File: src/rtl/bcd_display_converter_pkg.sv
// Shared types and constants for the binary-to-BCD display converter.
// Holds the digit type, FSM state encoding and the shift-and-add-3 constants.
package display_pkg;

  typedef logic [3:0] bcd_t;

  typedef enum logic [1:0] {
    IDLE,
    CONVERT,
    DONE
  } conv_state_t;

  localparam bcd_t BCD_ADJ_THRESH = 4'd5;
  localparam bcd_t BCD_ADJ        = 4'd3;

  // Used at elaboration to confirm DIGITS decimal digits can hold any BIN_W-bit value.
  function automatic longint unsigned pow10(input int n);
    longint unsigned r;
    r = 64'd1;
    for (int i = 0; i < n; i++) r = r * 64'd10;
    return r;
  endfunction

endpackage

File: src/rtl/bcd_display_converter_if.sv
// Valid/ready input and registered display outputs of the BCD converter.
// The upstream producer uses the master modport, the converter uses slave.
interface bcd_display_converter_if #(
  parameter int BIN_W  = 16,
  parameter int DIGITS = 8
);

  logic                  in_valid;
  logic [BIN_W-1:0]      in_data;
  logic                  in_ready;
  logic                  done;
  logic [4*DIGITS-1:0]   bcd;
  logic [DIGITS-1:0]     blank;

  modport master (
    output in_valid, in_data,
    input  in_ready, done, bcd, blank
  );

  modport slave (
    input  in_valid, in_data,
    output in_ready, done, bcd, blank
  );

endinterface

File: src/rtl/bcd_display_converter_adjust.sv
// One BCD digit of the shift-and-add-3 step: digits of 5 or more get +3
// so the following left shift carries correctly into the next decade.
module bcd_digit_adjust
  import display_pkg::*;
(
  input  bcd_t d,
  output bcd_t q
);

  assign q = (d >= BCD_ADJ_THRESH) ? bcd_t'(d + BCD_ADJ) : d;

endmodule

File: src/rtl/bcd_display_converter.sv
// Sequential binary-to-BCD converter feeding the seven-segment display path.
// Optional leading-zero blanking is built when BCD_LEADING_ZERO_BLANK_EN is defined.
module bcd_display_converter
  import display_pkg::*;
#(
  parameter int BIN_W  = 16,
  parameter int DIGITS = 8
) (
  input  logic                    clock,
  input  logic                    reset_l,
  bcd_display_converter_if.slave  bus
);

  localparam int CNT_W = $clog2(BIN_W + 1);
  typedef logic [CNT_W-1:0] cnt_t;

  if (pow10(DIGITS) <= (64'd1 << BIN_W)) begin : g_digits_check
    $error("bcd_display_converter: DIGITS=%0d too small for BIN_W=%0d", DIGITS, BIN_W);
  end

  conv_state_t         state_q, state_d;
  cnt_t                count_q;
  logic [BIN_W-1:0]    bin_q, bin_shift;
  logic [4*DIGITS-1:0] work_q, work_adj, work_shift;
  logic [4*DIGITS-1:0] bcd_q;
  logic                accept;
  logic                last_shift;

  assign bus.in_ready = (state_q == IDLE);
  assign bus.done     = (state_q == DONE);
  assign bus.bcd      = bcd_q;

  assign accept     = bus.in_valid && (state_q == IDLE);
  assign last_shift = (state_q == CONVERT) && (count_q == cnt_t'(1));

  always_ff @(posedge clock or negedge reset_l) begin
    if (!reset_l) state_q <= IDLE;
    // NOTE: sequential state uses non-blocking assignment so every register samples pre-edge values.
    else          state_q <= state_d;
  end

  always_comb begin
    // NOTE: next state defaults to hold so no path through the case leaves it unassigned (no latch).
    state_d = state_q;
    unique case (state_q)
      IDLE:    if (bus.in_valid) state_d = CONVERT;
      CONVERT: if (count_q == cnt_t'(1)) state_d = DONE;
      DONE:    state_d = IDLE;
      default: state_d = IDLE;
    endcase
  end

  for (genvar i = 0; i < DIGITS; i++) begin : g_adj
    bcd_digit_adjust u_adj (
      .d(work_q[4*i +: 4]),
      .q(work_adj[4*i +: 4])
    );
  end

  // Adjusted digits and remaining binary bits shift as one register; bin MSB enters digit0.
  assign {work_shift, bin_shift} = {work_adj, bin_q} << 1;

  // NOTE: working registers are reset too, so an aborted conversion leaves nothing behind.
  always_ff @(posedge clock or negedge reset_l) begin
    if (!reset_l) begin
      bin_q   <= '0;
      work_q  <= '0;
      count_q <= '0;
      bcd_q   <= '0;
    end else if (accept) begin
      bin_q   <= bus.in_data;
      work_q  <= '0;
      count_q <= cnt_t'(BIN_W);
    end else if (state_q == CONVERT) begin
      bin_q   <= bin_shift;
      work_q  <= work_shift;
      count_q <= count_q - cnt_t'(1);
      if (last_shift) bcd_q <= work_shift;
    end
  end

`ifdef BCD_LEADING_ZERO_BLANK_EN
  logic [DIGITS-1:0] blank_q, blank_d;

  // Digit i blanks when it and every more significant digit are zero; digit0 always shows.
  always_comb begin : blank_calc
    logic upper_nz;
    upper_nz = 1'b0;
    blank_d  = '0;
    for (int i = DIGITS - 1; i > 0; i--) begin
      upper_nz   = upper_nz | (work_shift[4*i +: 4] != 4'd0);
      blank_d[i] = ~upper_nz;
    end
  end

  always_ff @(posedge clock or negedge reset_l) begin
    if (!reset_l)        blank_q <= {{(DIGITS-1){1'b1}}, 1'b0};
    else if (last_shift) blank_q <= blank_d;
  end

  assign bus.blank = blank_q;
`else
  assign bus.blank = '0;
`endif

endmodule

File: src/flat_wrapper.sv
// flat-port wrapper written by rule: the top's interface ports become plain ports
module bcd_display_converter_flat import display_pkg::*;
#(
  parameter int BIN_W  = 16,
  parameter int DIGITS = 8
)
  (clock, reset_l, bus_in_valid, bus_in_data, bus_in_ready, bus_done, bus_bcd, bus_blank);
  bcd_display_converter_if #(.BIN_W(BIN_W), .DIGITS(DIGITS)) bus_i ();
  input  logic clock;
  input  logic reset_l;
  input wire logic [$bits(bus_i.in_valid)-1:0] bus_in_valid;
  input wire logic [$bits(bus_i.in_data)-1:0] bus_in_data;
  output wire logic [$bits(bus_i.in_ready)-1:0] bus_in_ready;
  output wire logic [$bits(bus_i.done)-1:0] bus_done;
  output wire logic [$bits(bus_i.bcd)-1:0] bus_bcd;
  output wire logic [$bits(bus_i.blank)-1:0] bus_blank;
  assign bus_i.in_valid = bus_in_valid;
  assign bus_i.in_data = bus_in_data;
  assign bus_in_ready = bus_i.in_ready;
  assign bus_done = bus_i.done;
  assign bus_bcd = bus_i.bcd;
  assign bus_blank = bus_i.blank;
  bcd_display_converter #(.BIN_W(BIN_W), .DIGITS(DIGITS)) u_core (.clock(clock), .reset_l(reset_l), .bus(bus_i));
endmodule
File: config.mk
export PLATFORM = sky130hd
export DESIGN_NAME = bcd_display_converter_flat
export DESIGN_NICKNAME = d
export VERILOG_FILES = /design/src/rtl/bcd_display_converter_pkg.sv /design/src/rtl/bcd_display_converter_if.sv /design/src/rtl/bcd_display_converter_adjust.sv /design/src/rtl/bcd_display_converter.sv /design/src/flat_wrapper.sv
export SDC_FILE = /design/constraint.sdc
export NUM_CORES = 1
export LEC_CHECK = 0
export BUFFER_PORTS_ARGS = -buffer_cell sky130_fd_sc_hd__buf_4
export CORE_MARGIN = 3
export CORE_UTILIZATION = 57
export CTS_CLUSTER_DIAMETER = 50
export DETAILED_ROUTE_END_ITERATION = 16
export MAX_ROUTING_LAYER = met4
export PLACE_DENSITY = 0.91
export SLEW_MARGIN = 40
export SYNTH_ARGS = -nofsm -noshare
export SYNTH_HDL_FRONTEND = slang
export SYNTH_SLANG_ARGS = --single-unit
File: constraint.sdc
create_clock -name clock -period 2 [get_ports clock]
set_clock_uncertainty 0.1 [all_clocks]
set_input_delay 0.1 -clock clock [delete_from_list [all_inputs] [get_ports clock]]
set_output_delay 0.1 -clock clock [all_outputs]
set_load 0.02 [all_outputs]
## Word level (Yosys, flattened, before mapping)

Cells that the tools add are included.

- Register bits: 87
- Bits of input ports: 19

- Reductions and logical operators: 6
- Multiplexer cells: 17
- Equal/unequal tests: 5
- Magnitude comparators: 8
- Bitwise logic cells: 1
- $add $sub $neg: 9

Operators by type and width:

| operator | number |
|---|---|
| 2-to-1 mux 32 bit | 2 |
| >= comparator 4 x 3 -> 1 bit (second input constant) | 8 |
| 2-to-1 mux 16 bit | 2 |
| adder 4 x 2 -> 4 bit (second input constant) | 7 |
| 2-to-1 mux 4 bit | 7 |
| 2-to-1 mux 5 bit | 2 |
| == test 5 x 1 -> 1 bit (second input constant) | 1 |
| subtractor 5 x 1 -> 5 bit (second input constant) | 1 |
| 2-to-1 mux 2 bit | 2 |
| one-hot mux 2 bit (2 select lines) | 1 |
| adder 3 x 2 -> 3 bit (second input constant) | 1 |
| 2-to-1 mux 3 bit | 1 |
| AND reduction 3 bit | 1 |
| == test 2 x 1 -> 1 bit (second input constant) | 1 |
| == test 2 bit (second input constant) | 1 |
| logical AND 1 bit | 2 |
| zero test 2 bit | 1 |
| inequality test 2 x 1 -> 1 bit (second input constant) | 1 |
| inequality test 2 bit (second input constant) | 1 |
| AND reduction 2 bit | 1 |
| nonzero test 2 bit | 1 |
| inverter 1 bit | 1 |

## Depth between registers and ports, before layout

Gate-level depths: netlist (run 1).

- Depth after elaboration: 4
- Gate-level depth with buffers: 7
- Gate-level depth less buffers: 6

## Modules after synthesis

A second synthesis (run 1) with hierarchy kept.

- Cells, all modules: 450
- Area, all modules: 4,481.8 um^2

By module, submodules not included:

| module | times used | sequential area each (um^2) | cells an instance | area each (um^2) |
|---|---|---|---|---|
| bcd_display_converter | 1 | 2,177.1 | 322 | 3,671.0 |
| bcd_digit_adjust | 8 | 0.0 | 16 | 101.3 |

## Worst setup path after synthesis (run 1)

Ideal clock, no wire load.

- Path type: reg-to-reg
- Start point: reg u_core.count_q[1]
- End point: reg u_core.bcd_q[29] (netlist: u_core.bus.bcd[29])
- Required time: 1,775 ps
- Clock period less this slack: 1,780 ps
- Stages on the path, launching flop included: 7
- Data arrival time: 1,555 ps
- Path slack: 220 ps
- Cells stage by stage: dfrtp_1 -> inv_1 -> ha_1 -> nor4b_4 -> nand2_4 -> clkinv_4 -> mux2_4

- Cells in the longest elaborated chain, start to end: 3

RTL lines:

| what | line | source |
|---|---|---|
| from (decl) | bcd_display_converter.sv:22 | `cnt_t count_q;` |
| from (signal assigned) | bcd_display_converter.sv:73 | `count_q <= cnt_t'(BIN_W);` |
| from (signal assigned) | bcd_display_converter.sv:77 | `count_q <= count_q - cnt_t'(1);` |
| == test 5 x 1 -> 1 bit | bcd_display_converter.sv:34 | `assign last_shift = (state_q == CONVERT) && (count_q == cnt_t'(1));` |
| logical AND 1 bit | bcd_display_converter.sv:34 |  |
| AND reduction 3 bit (no line) | - |  |
| to (signal assigned) | bcd_display_converter.sv:78 | `if (last_shift) bcd_q <= work_shift;` |
| to (decl) | bcd_display_converter.sv:25 | `logic [4*DIGITS-1:0] bcd_q;` |

No other way between the ends.
A chain may end at the register's enable or synchronous reset.

## Final worst setup path (run 1)

- Start point: reg u_core.work_q[0]
- End point: reg u_core.work_q[2]

- Cells in the longest elaborated chain, start to end: 4
- Elaborated cells on any way between the ends: 5

RTL lines:

| what | line | source |
|---|---|---|
| from (decl) | bcd_display_converter.sv:24 | `logic [4*DIGITS-1:0] work_q, work_adj, work_shift;` |
| from (signal assigned) | bcd_display_converter.sv:76 | `work_q <= work_shift;` |
| adder 4 x 2 -> 4 bit or >= comparator 4 x 3 -> 1 bit (tied branches) | bcd_display_converter_adjust.sv:10 | `assign q = (d >= BCD_ADJ_THRESH) ? bcd_t'(d + BCD_ADJ) : d;` |
| 2-to-1 mux 4 bit (*) | bcd_display_converter_adjust.sv:10 |  |
| 2-to-1 mux 32 bit (*) | bcd_display_converter.sv:74 | `end else if (state_q == CONVERT) begin` |
| 2-to-1 mux 32 bit (*) | bcd_display_converter.sv:70 | `end else if (accept) begin` |

Mark *: on every way between the ends. The rest lies on a longest branch, timed or not. The select of a mux whose other input is x is not followed.

==> results of run 1 <==
==> worst register-to-register path, stage by stage, from the launching register on <==
cell and delay, ps:
dfrtp_1 440, inv_1 120, ha_1 210, nand2b_1 80
a21oi_1 250, mux2_2 400, o21ai_0 160
==> cell type report <==
| cell class | instances | area, µm² | area share [%] |
|---|---|---|---|
| Sequential cell | 87 | 2180 | 42.9 |
| Multi-Input combinational cell | 300 | 1850 | 36.4 |
| Timing Repair Buffer | 78 | 636 | 12.5 |
| Clock buffer | 12 | 165 | 3.25 |
| Tap cell | 96 | 120 | 2.37 |
| Inverter | 20 | 80.1 | 1.58 |
| Clock inverter | 4 | 52.6 | 1.04 |
==> state kept, by name, summed over array words and instances (netlist names) <==
name            count
u_core.state_q      2
u_core.work_q      32
u_core.count_q      5
u_core.bus.bcd     32
u_core.bin_q       16
==> cells by family after synthesis <==
kind of cell,share of synthesized area [%]
DFF,51.4
and+or+nand+nor,14.3
AOI/OAI and AO/OA,18.3
xor gates and xnor gates,1.86
buffers and inverters,5.82
other,0.0886
muxes,2.84
adders and majority gates,5.32
==> layout by cell type, fill, tap and decap left out <==
master / count
buf_4: 62
nand3b_1: 1
a22o_1: 1
nand2b_1: 10
a221o_1: 1
dfrtp_1: 87
nand2_1: 72
o21ai_0: 64
bufinv_16: 1
o21ai_2: 10
a21oi_1: 25
dlygate4sd3_1: 15
or3b_2: 9
nor4b_1: 1
nor2b_1: 3
buf_12: 1
a31oi_1: 8
conb_1: 8
o21ai_1: 12
xnor2_1: 9
clkbuf_8: 12
nand2_4: 1
nor3b_1: 7
a22oi_1: 14
nand3_1: 4
ha_1: 18
clkinv_4: 1
nor4b_4: 1
nor3_1: 8
inv_1: 19
clkinvlp_4: 3
mux2_4: 2
or4_1: 1
o21bai_4: 1
nor2_1: 1
mux2_2: 8
==> how the worst min path moves through the flow <==
stage	endpoint	slack, ps	cells past startpoint
floorplan	u_core.bin_q[0]	-300	0
global placement	u_core.bin_q[3]	-90	1
detailed placement	u_core.bin_q[3]	-80	1
CTS	u_core.bin_q[13]	40	3
global route	u_core.bin_q[13]	30	3
finish	u_core.bin_q[13]	40	3
==> power by group <==
part           switching (µW)  internal (µW)  leakage (µW)
Clock                     628            679      0.000101
Combinational            2390           1740       0.00109
Sequential                680           2580       0.00110
Total                    3700           5000       0.00229
==> metrics by stage <==
stage / hold slack (ps) / total power (µW) / area, µm² / setup WS, ps
after floorplan: -296 / 6000 / 4260 / 220
after global routing: 34.0 / 9360 / 5080 / 0.596
final: 37.0 / 8700 / 5080 / 161
after global placement: -87.6 / 7050 / 4710 / 285
after detailed placement: -79.8 / 7320 / 4710 / 212
after CTS: 43.0 / 8710 / 5080 / 183
==> routing by layer <==
| layer | up-vias | part of all wire, % | global-route usage, % |
|---|---|---|---|
| met5 | - | 0 | - |
| met4 | 0 | 1.9 | 8.42 |
| met3 | 17 | 5.2 | 5.17 |
| met2 | 83 | 51 | 42.3 |
| met1 | 1679 | 41 | 27.6 |
| li1 | 1595 | - | - |
==> what timing repair did <==
item | 4_1_cts | 5_1_grt
hold buffers | 15 | 0
setup endpoints to repair | 0 | 0
hold endpoints to repair | 101 | 0
==> impl_metrics.py, run 1 <==
metrics = {
    "worst_setup_path": {
        "required_ps": 2190,
        "critPathCaptureType": "flip-flop",
        "critPathArrivalTime_ps": 2030,
        "critical_path.startpoint_type": "flip-flop",
        "path_class": "flip-flop to flip-flop",
        "cp_slowest_cell": "dfrtp_1",
        "cp_max_fo": 4,
        "critPathLaunch": "u_core.work_q[0]",
        "r2r-start": "u_core.work_q[0]",
        "endpoint": "u_core.work_q[2]",
        "slowest_delay_ps": 440,
        "crit_buf_inv": 1,
        "cp.depth": 6,
        "rrSetupSlack_ps": 160,
        "cp_top_family": "flip-flops",
        "r2r-end": "u_core.work_q[2]",
        "path_cells": "inv_1 -> ha_1 -> nand2b_1 -> a21oi_1 -> mux2_2 -> o21ai_0",
        "rr_worst_depth": 6,
    },
    "clock_tree": {
        "cts_tree": "yes",
        "path_clk_slew_ps": 90,
        "postCtsSetupRepairBufs": 0,
        "clock-sinks": 87,
        "htreeDepth": 3,
        "post_cts_resized": 0,
        "numCtsBuffers": 9,
        "clk_latency_ps": 370,
        "cts-root-buf": "clkbuf_8",
        "cts_buffer_depth": 2,
    },
    "timing": {
        "fmaxAchievable_ghz": 0.544,
        "rsz0062_at_grt": "no",
        "finalSetupTns_ps": 0,
        "final_max_slew_viol_count": 0,
        "layout_worst_path_cycle_share_pct": 92.0,
        "setup_viol": 0,
        "fin_crit_ps": 1840,
        "hold_violations": 0,
    },
    "synth": {
        "synth_common_cells": "87 x dfrtp_1, 72 x nand2_1, 64 x o21ai_0, 25 x a21oi_1, 19 x inv_1",
        "ys_warn_count": 0,
        "synthArstFlopShare_pct": 100,
        "synth.avg_cell_area_um2": 9.86,
        "synth-edff-count": 0,
        "ys.flop_type": "dfrtp_1",
        "yosysUniqueCellTypes": 35,
        "syn_area_um2": 4230,
        "seq_area_frac_synth_pct": 51.4,
        "synthCells": 429,
        "synth_largest_area_cell": "dfrtp_1",
        "yosysMostFrequentCell": "dfrtp_1",
        "yosys.area.top_type_share_pct": 51.4,
        "ys_ff_latch": 87,
        "synth.top_cells.by_area": "dfrtp_1 51%, o21ai_0 7.6%, nand2_1 6.4%, ha_1 5.3%, a21oi_1 3.0%",
    },
    "outcome": {
        "status": "complete, no violations",
    },
    "run": {
        "maxCapViolCount": 0,
    },
    "global_routing": {
        "grt_pass1_vias": 3470,
        "track_usage_pct": 24.2,
        "grt_overflow": 0,
        "grt_max_degree": 45,
        "antenna_found_initial": 0,
        "grt_pass1_wl_mm": 15.9,
    },
    "die": {
        "die_w_um": 92.2,
        "initial_core_util_pct": 60.6,
        "die_h_um": 92.2,
        "io-pin-count": 61,
        "core-area_um2": 6980,
        "die_area_um2": 8490,
        "placementRows": 30,
    },
    "placement": {
        "io_buffer_count": 52,
        "hpwl_mm": 6.17,
        "dp_cells": 566,
        "gp_congestion": 0.787,
    },
    "drt": {
        "vias": 3374,
        "antenna_left": 0,
        "vias_per_cell": 5.65,
        "drt_iter0_drc": 197,
        "drcViolationCount": 0,
        "routedWlPerCell_um": 15.7,
        "dr.pass1.iters": 5,
        "drt-total-wl_mm": 9.39,
    },
    "final_layout": {
        "final_util_pct": 72.7,
        "drive_above_1_share_pct": 22.4,
        "area_delta_synth_final_pct": 20.0,
        "nets": 533,
        "diodes": 0,
        "layout.cells.non_filler": 597,
        "nFillCells": 481,
    },
    "min_path": {
        "hp-class": "primary input to flip-flop",
        "min_from": "bus_in_data[13]",
    },
    "power": {
        "power_leakage_uw": 0.00229,
        "vdd_drop_max_mv": 0.866,
        "power.density_nw_per_um2": 1710,
    },
}
Note: power is estimated with default switching activity, not from simulation.
==> inputs of run 2 (changes only) <==
- BUFFER_PORTS_ARGS: -buffer_cell sky130_fd_sc_hd__buf_4 -> -buffer_cell sky130_fd_sc_hd__buf_2
- CORE_UTILIZATION: 57 -> 58
- SYNTH_HIERARCHICAL: not set -> 1
==> impl_metrics.py, run 2 <==
metrics = {
    "timing": {
        "worst_slew_pin_slew_ps": 629,
        "layout_worst_path_cycle_share_pct": 86.1,
        "rsz0062_at_grt": "no",
        "max_slew_margin_pct": 58.0,
        "finalSetupTns_ps": 0,
        "fmaxAchievable_ghz": 0.581,
        "fin_crit_ps": 1720,
        "final_max_slew_viol_count": 0,
        "hold_violations": 0,
        "fin_ws_ps": 278,
        "setup_viol": 0,
    },
    "outcome": {
        "status": "complete, no violations",
    },
    "final_layout": {
        "layout_commonest_cell": "nand2_1",
        "seq_area_um2": 2180,
        "mostFrequentLayoutCells": "128 x nand2_1, 87 x dfrtp_1, 51 x buf_2, 34 x nand3_1, 29 x mux2_4",
        "nFillCells": 552,
        "area_delta_synth_final_pct": 16.0,
        "nets": 548,
        "multiInputGateArea_um2": 2070,
        "diodes": 0,
        "drive_above_1_share_pct": 22.7,
    },
    "placement": {
        "dp_slack_ps": 313,
        "gp_congestion": 0.827,
        "io_buffer_count": 52,
        "hpwl_mm": 5.70,
    },
    "global_routing": {
        "grt_pass1_vias": 3585,
        "grt_max_degree": 66,
        "track_usage_pct": 23.9,
        "grt_overflow": 0,
        "antenna_found_initial": 0,
        "grt_pass1_wl_mm": 16.4,
    },
    "die": {
        "die_w_um": 93.7,
        "initial_core_util_pct": 60.5,
        "placementRows": 31,
        "core-area_um2": 7370,
        "io-pin-count": 61,
        "die_area_um2": 8780,
        "die_h_um": 93.7,
    },
    "worst_setup_path": {
        "path_cells": "ha_1 -> nand2b_1 -> a21oi_2 -> mux2i_1 -> mux2_4",
        "r2r-start": "u_core/work_q[20]",
        "critical_path.startpoint_type": "flip-flop",
        "critPathCaptureType": "flip-flop",
        "critPathArrivalTime_ps": 1920,
        "crit_buf_inv": 0,
        "slowest_delay_ps": 450,
        "path_class": "flip-flop to flip-flop",
        "cp_slowest_cell": "dfrtp_1",
        "required_ps": 2200,
        "cp_max_fo": 5,
        "cp_top_family": "multiplexers",
        "critPathLaunch": "u_core/work_q[20]",
    },
    "clock_tree": {
        "clk_latency_ps": 350,
        "post_cts_resized": 0,
        "cts_buffer_depth": 2,
        "clock-sinks": 87,
        "cts-root-buf": "clkbuf_8",
        "cts_tree": "yes",
        "htreeDepth": 3,
        "numCtsBuffers": 9,
        "path_clk_slew_ps": 90,
    },
    "power": {
        "power_leakage_uw": 0.00278,
        "vdd_drop_max_mv": 0.841,
        "power.density_nw_per_um2": 1660,
    },
    "min_path": {
        "min_from": "bus_in_valid",
        "hp-class": "primary input to flip-flop",
    },
    "drt": {
        "vias_per_cell": 5.39,
        "routedWlPerCell_um": 15.1,
        "dr.pass1.iters": 4,
        "vias": 3312,
        "drt-total-wl_mm": 9.29,
        "drt_iter0_drc": 195,
        "drcViolationCount": 0,
        "antenna_left": 0,
    },
    "run": {
        "maxCapViolCount": 0,
    },
    "synth": {
        "syn_area_um2": 4460,
        "synth.avg_cell_area_um2": 10.0,
        "ys_warn_count": 6,
        "synthCells": 446,
    },
}
==> run 2: final cells by class <==
class / instances / area share [%]
Multi-Input combinational cell: 318 / 40.0
Sequential cell: 87 / 42.1
Timing Repair Buffer: 75 / 9.72
Clock inverter: 4 / 1.50
Clock buffer: 12 / 2.81
Tap cell: 99 / 2.39
Inverter: 20 / 1.45
==> run 2: power breakdown <==
group,internal [µW],switching [µW]
Combinational,1680,2350
Sequential,2520,649
Clock,746,625
==> run 2: repair_timing <==
action	CTS	global route
hold buffers	17	0
endpoints found under the hold margin	103	0
buffers inserted	0	0
==> run 2: final timing paths <==
check                                      to  cells past startpoint  slack [ps]
setup reg to reg           u_core/bus.bcd[22]                      5         280
setup / recovery           u_core/bus.bcd[22]                      5         280
hold / removal                u_core/bin_q[0]                      3          40
min in group asynchronous   u_core/work_q[11]                      2          80
max in group asynchronous     u_core/bin_q[8]                      3        1090
hold reg to reg               u_core/bin_q[7]                      2         380
==> run 2: worst reg2reg max path, stage by stage (launching register included) <==
cell,delay [ps]
dfrtp_1,450
ha_1,230
nand2b_1,170
a21oi_2,220
mux2i_1,300
mux2_4,190
==> run 2: through the flow <==
step	instance area, µm²	total power (µW)	utilization (%)	hold WS [ps]	std cells
2_1_floorplan	4490	6110	-	-296	453
4_1_cts	5170	8600	70.2	32.8	615
3_5_place_dp	4780	7140	64.9	-86.3	582
5_1_grt	5170	9280	70.2	87.2	615
3_3_place_gp	4780	6850	64.8	-92.6	582
6_report	5170	8570	70.2	44.7	615
==> run 2: routing by layer <==
metal,up-vias,GRT usage [%],wire [µm]
met4,0,6.74,61
met1,1641,27.7,3870
met2,85,41.7,4940
met5,-,-,0
li1,1580,-,-
met3,6,5.53,411
==> inputs of run 3 (changes only) <==
- CORE_MARGIN: 3 -> not set
- PLACE_DENSITY: 0.91 -> 0.8
==> impl_metrics.py, run 3 (synthesized netlist as in run 2, its figures left out) <==
metrics = {
    "clock_tree": {
        "numCtsBuffers": 9,
        "clk_latency_ps": 350,
        "cts_hold_buf": 18,
        "cts_tree": "yes",
        "path_clk_slew_ps": 90,
        "cts_buffer_depth": 2,
        "clock-sinks": 87,
        "postCtsSetupRepairBufs": 0,
        "htreeDepth": 3,
        "cts-root-buf": "clkbuf_8",
        "post_cts_resized": 0,
    },
    "timing": {
        "finalSetupTns_ps": 0,
        "fmaxAchievable_ghz": 0.573,
        "fin_crit_ps": 1740,
        "fin_ws_ps": 255,
        "layout_worst_path_cycle_share_pct": 87.2,
        "whs_ps": 47.1,
        "rsz0062_at_grt": "no",
        "setup_viol": 0,
        "max_slew_margin_pct": 64.4,
        "final_max_slew_viol_count": 0,
        "worst_slew_pin_slew_ps": 535,
        "hold_violations": 0,
    },
    "min_path": {
        "hp-class": "primary input to flip-flop",
    },
    "drt": {
        "dr.pass1.iters": 5,
        "drt-total-wl_mm": 8.58,
        "antenna_left": 0,
        "drcViolationCount": 0,
        "routedWlPerCell_um": 13.9,
        "vias_per_cell": 5.31,
        "drt_iter0_drc": 206,
        "vias": 3281,
    },
    "worst_setup_path": {
        "rr_worst_depth": 6,
        "critPathArrivalTime_ps": 1880,
        "endpoint": "u_core/bus.bcd[6]",
        "cp_max_fo": 33,
        "rrSetupSlack_ps": 260,
        "r2r-end": "u_core/bus.bcd[6]",
        "required_ps": 2140,
        "critPathLaunch": "u_core/count_q[1]",
        "r2r-start": "u_core/count_q[1]",
        "path_class": "flip-flop to flip-flop",
        "critical_path.startpoint_type": "flip-flop",
        "critPathCaptureType": "flip-flop",
    },
    "die": {
        "initial_core_util_pct": 60.9,
        "die_area_um2": 8050,
        "die_h_um": 89.7,
        "io-pin-count": 61,
        "die_w_um": 89.7,
        "placementRows": 31,
        "core-area_um2": 7330,
    },
    "placement": {
        "gp_congestion": 0.799,
        "dp_slack_ps": 267,
        "placed_area_um2": 4790,
        "hpwl_mm": 5.57,
        "io_buffer_count": 52,
    },
    "global_routing": {
        "grt_pass1_wl_mm": 15.0,
        "grt_pass1_vias": 3325,
        "track_usage_pct": 23.5,
        "antenna_found_initial": 0,
        "grt_max_degree": 48,
        "grt_overflow": 0,
    },
    "final_layout": {
        "fin_area_um2": 5240,
        "nets": 551,
        "layout_commonest_cell": "nand2_1",
        "mostFrequentLayoutCells": "128 x nand2_1, 87 x dfrtp_1, 51 x buf_2, 34 x nand3_1, 29 x mux2_4",
        "drive_above_1_share_pct": 23.1,
        "diodes": 0,
        "area_delta_synth_final_pct": 17.4,
    },
    "power": {
        "power.density_nw_per_um2": 1660,
        "power_leakage_uw": 0.00281,
        "total_power_uw": 8720,
        "vdd_drop_max_mv": 0.826,
    },
    "outcome": {
        "status": "complete, no violations",
    },
    "run": {
        "maxCapViolCount": 0,
    },
}
run 3: changes by cell type in the layout (fill, tap and decap cells not counted):
| cell | delta |
|---|---|
| o21bai_2 | -1 |
| clkbuf_1 | -2 |
| clkinv_4 | -1 |
| clkinvlp_4 | +2 |
| buf_4 | +2 |
| o21bai_1 | +1 |
| bufinv_16 | +2 |
| clkbuf_8 | -1 |
| dlygate4sd3_1 | +1 |
run 3: metal layers:
metal | wire (µm) | share of wire [%] | global-route usage, %
met5 | 0 | 0 | -
met3 | 282 | 3.3 | 3.47
met2 | 4430 | 52 | 40.1
met4 | 98 | 1.1 | 9.43
met1 | 3770 | 44 | 27.9
run 3: where the power goes:
part	leakage, µW	switching, µW	total [µW]	internal [µW]
Combinational	0.00157	2290	3990	1700
Clock	0.000126	619	1580	960
Sequential	0.00111	632	3160	2520
Total	0.00281	3540	8720	5180
run 3: worst min-delay path by stage:
| stage | start | end | cells past startpoint | slack (ps) |
|---|---|---|---|---|
| 6_report | bus_in_valid | u_core/count_q[0] | 4 | 50 |
| 5_1_grt | bus_in_valid | u_core/count_q[0] | 4 | 110 |
| 4_1_cts | bus_in_valid | u_core/count_q[0] | 4 | 30 |
| 3_5_place_dp | reset_l | u_core/bus.bcd[7] | 1 | 20 |
| 3_3_place_gp | reset_l | u_core/bus.bcd[8] | 1 | 10 |
| 2_1_floorplan | reset_l | u_core/bin_q[0] | 0 | -300 |
run 3: critical path, stage by stage, from the launching register on:
cell,delay [ps]
dfrtp_1,400
inv_1,80
ha_1,160
nor4b_4,240
nand2_2,100
buf_12,190
mux2_4,340
run 3: layout make-up:
type / instances / area (µm²)
timing repair buffer: 78 / 528
fill: 527 / 2090
clock buffer: 9 / 124
inverter: 20 / 75.1
clock inverter: 7 / 144
sequential: 87 / 2180
tap: 99 / 124
multi-input combinational: 318 / 2070
run 3: through the flow:
| stage | util, % | cells |
|---|---|---|
| final | 71.5 | 618 |
| after global routing | 71.5 | 618 |
| after CTS | 71.5 | 618 |
| after detailed placement | 65.4 | 584 |
| after global placement | 65.4 | 584 |
| after floorplan | - | 453 |
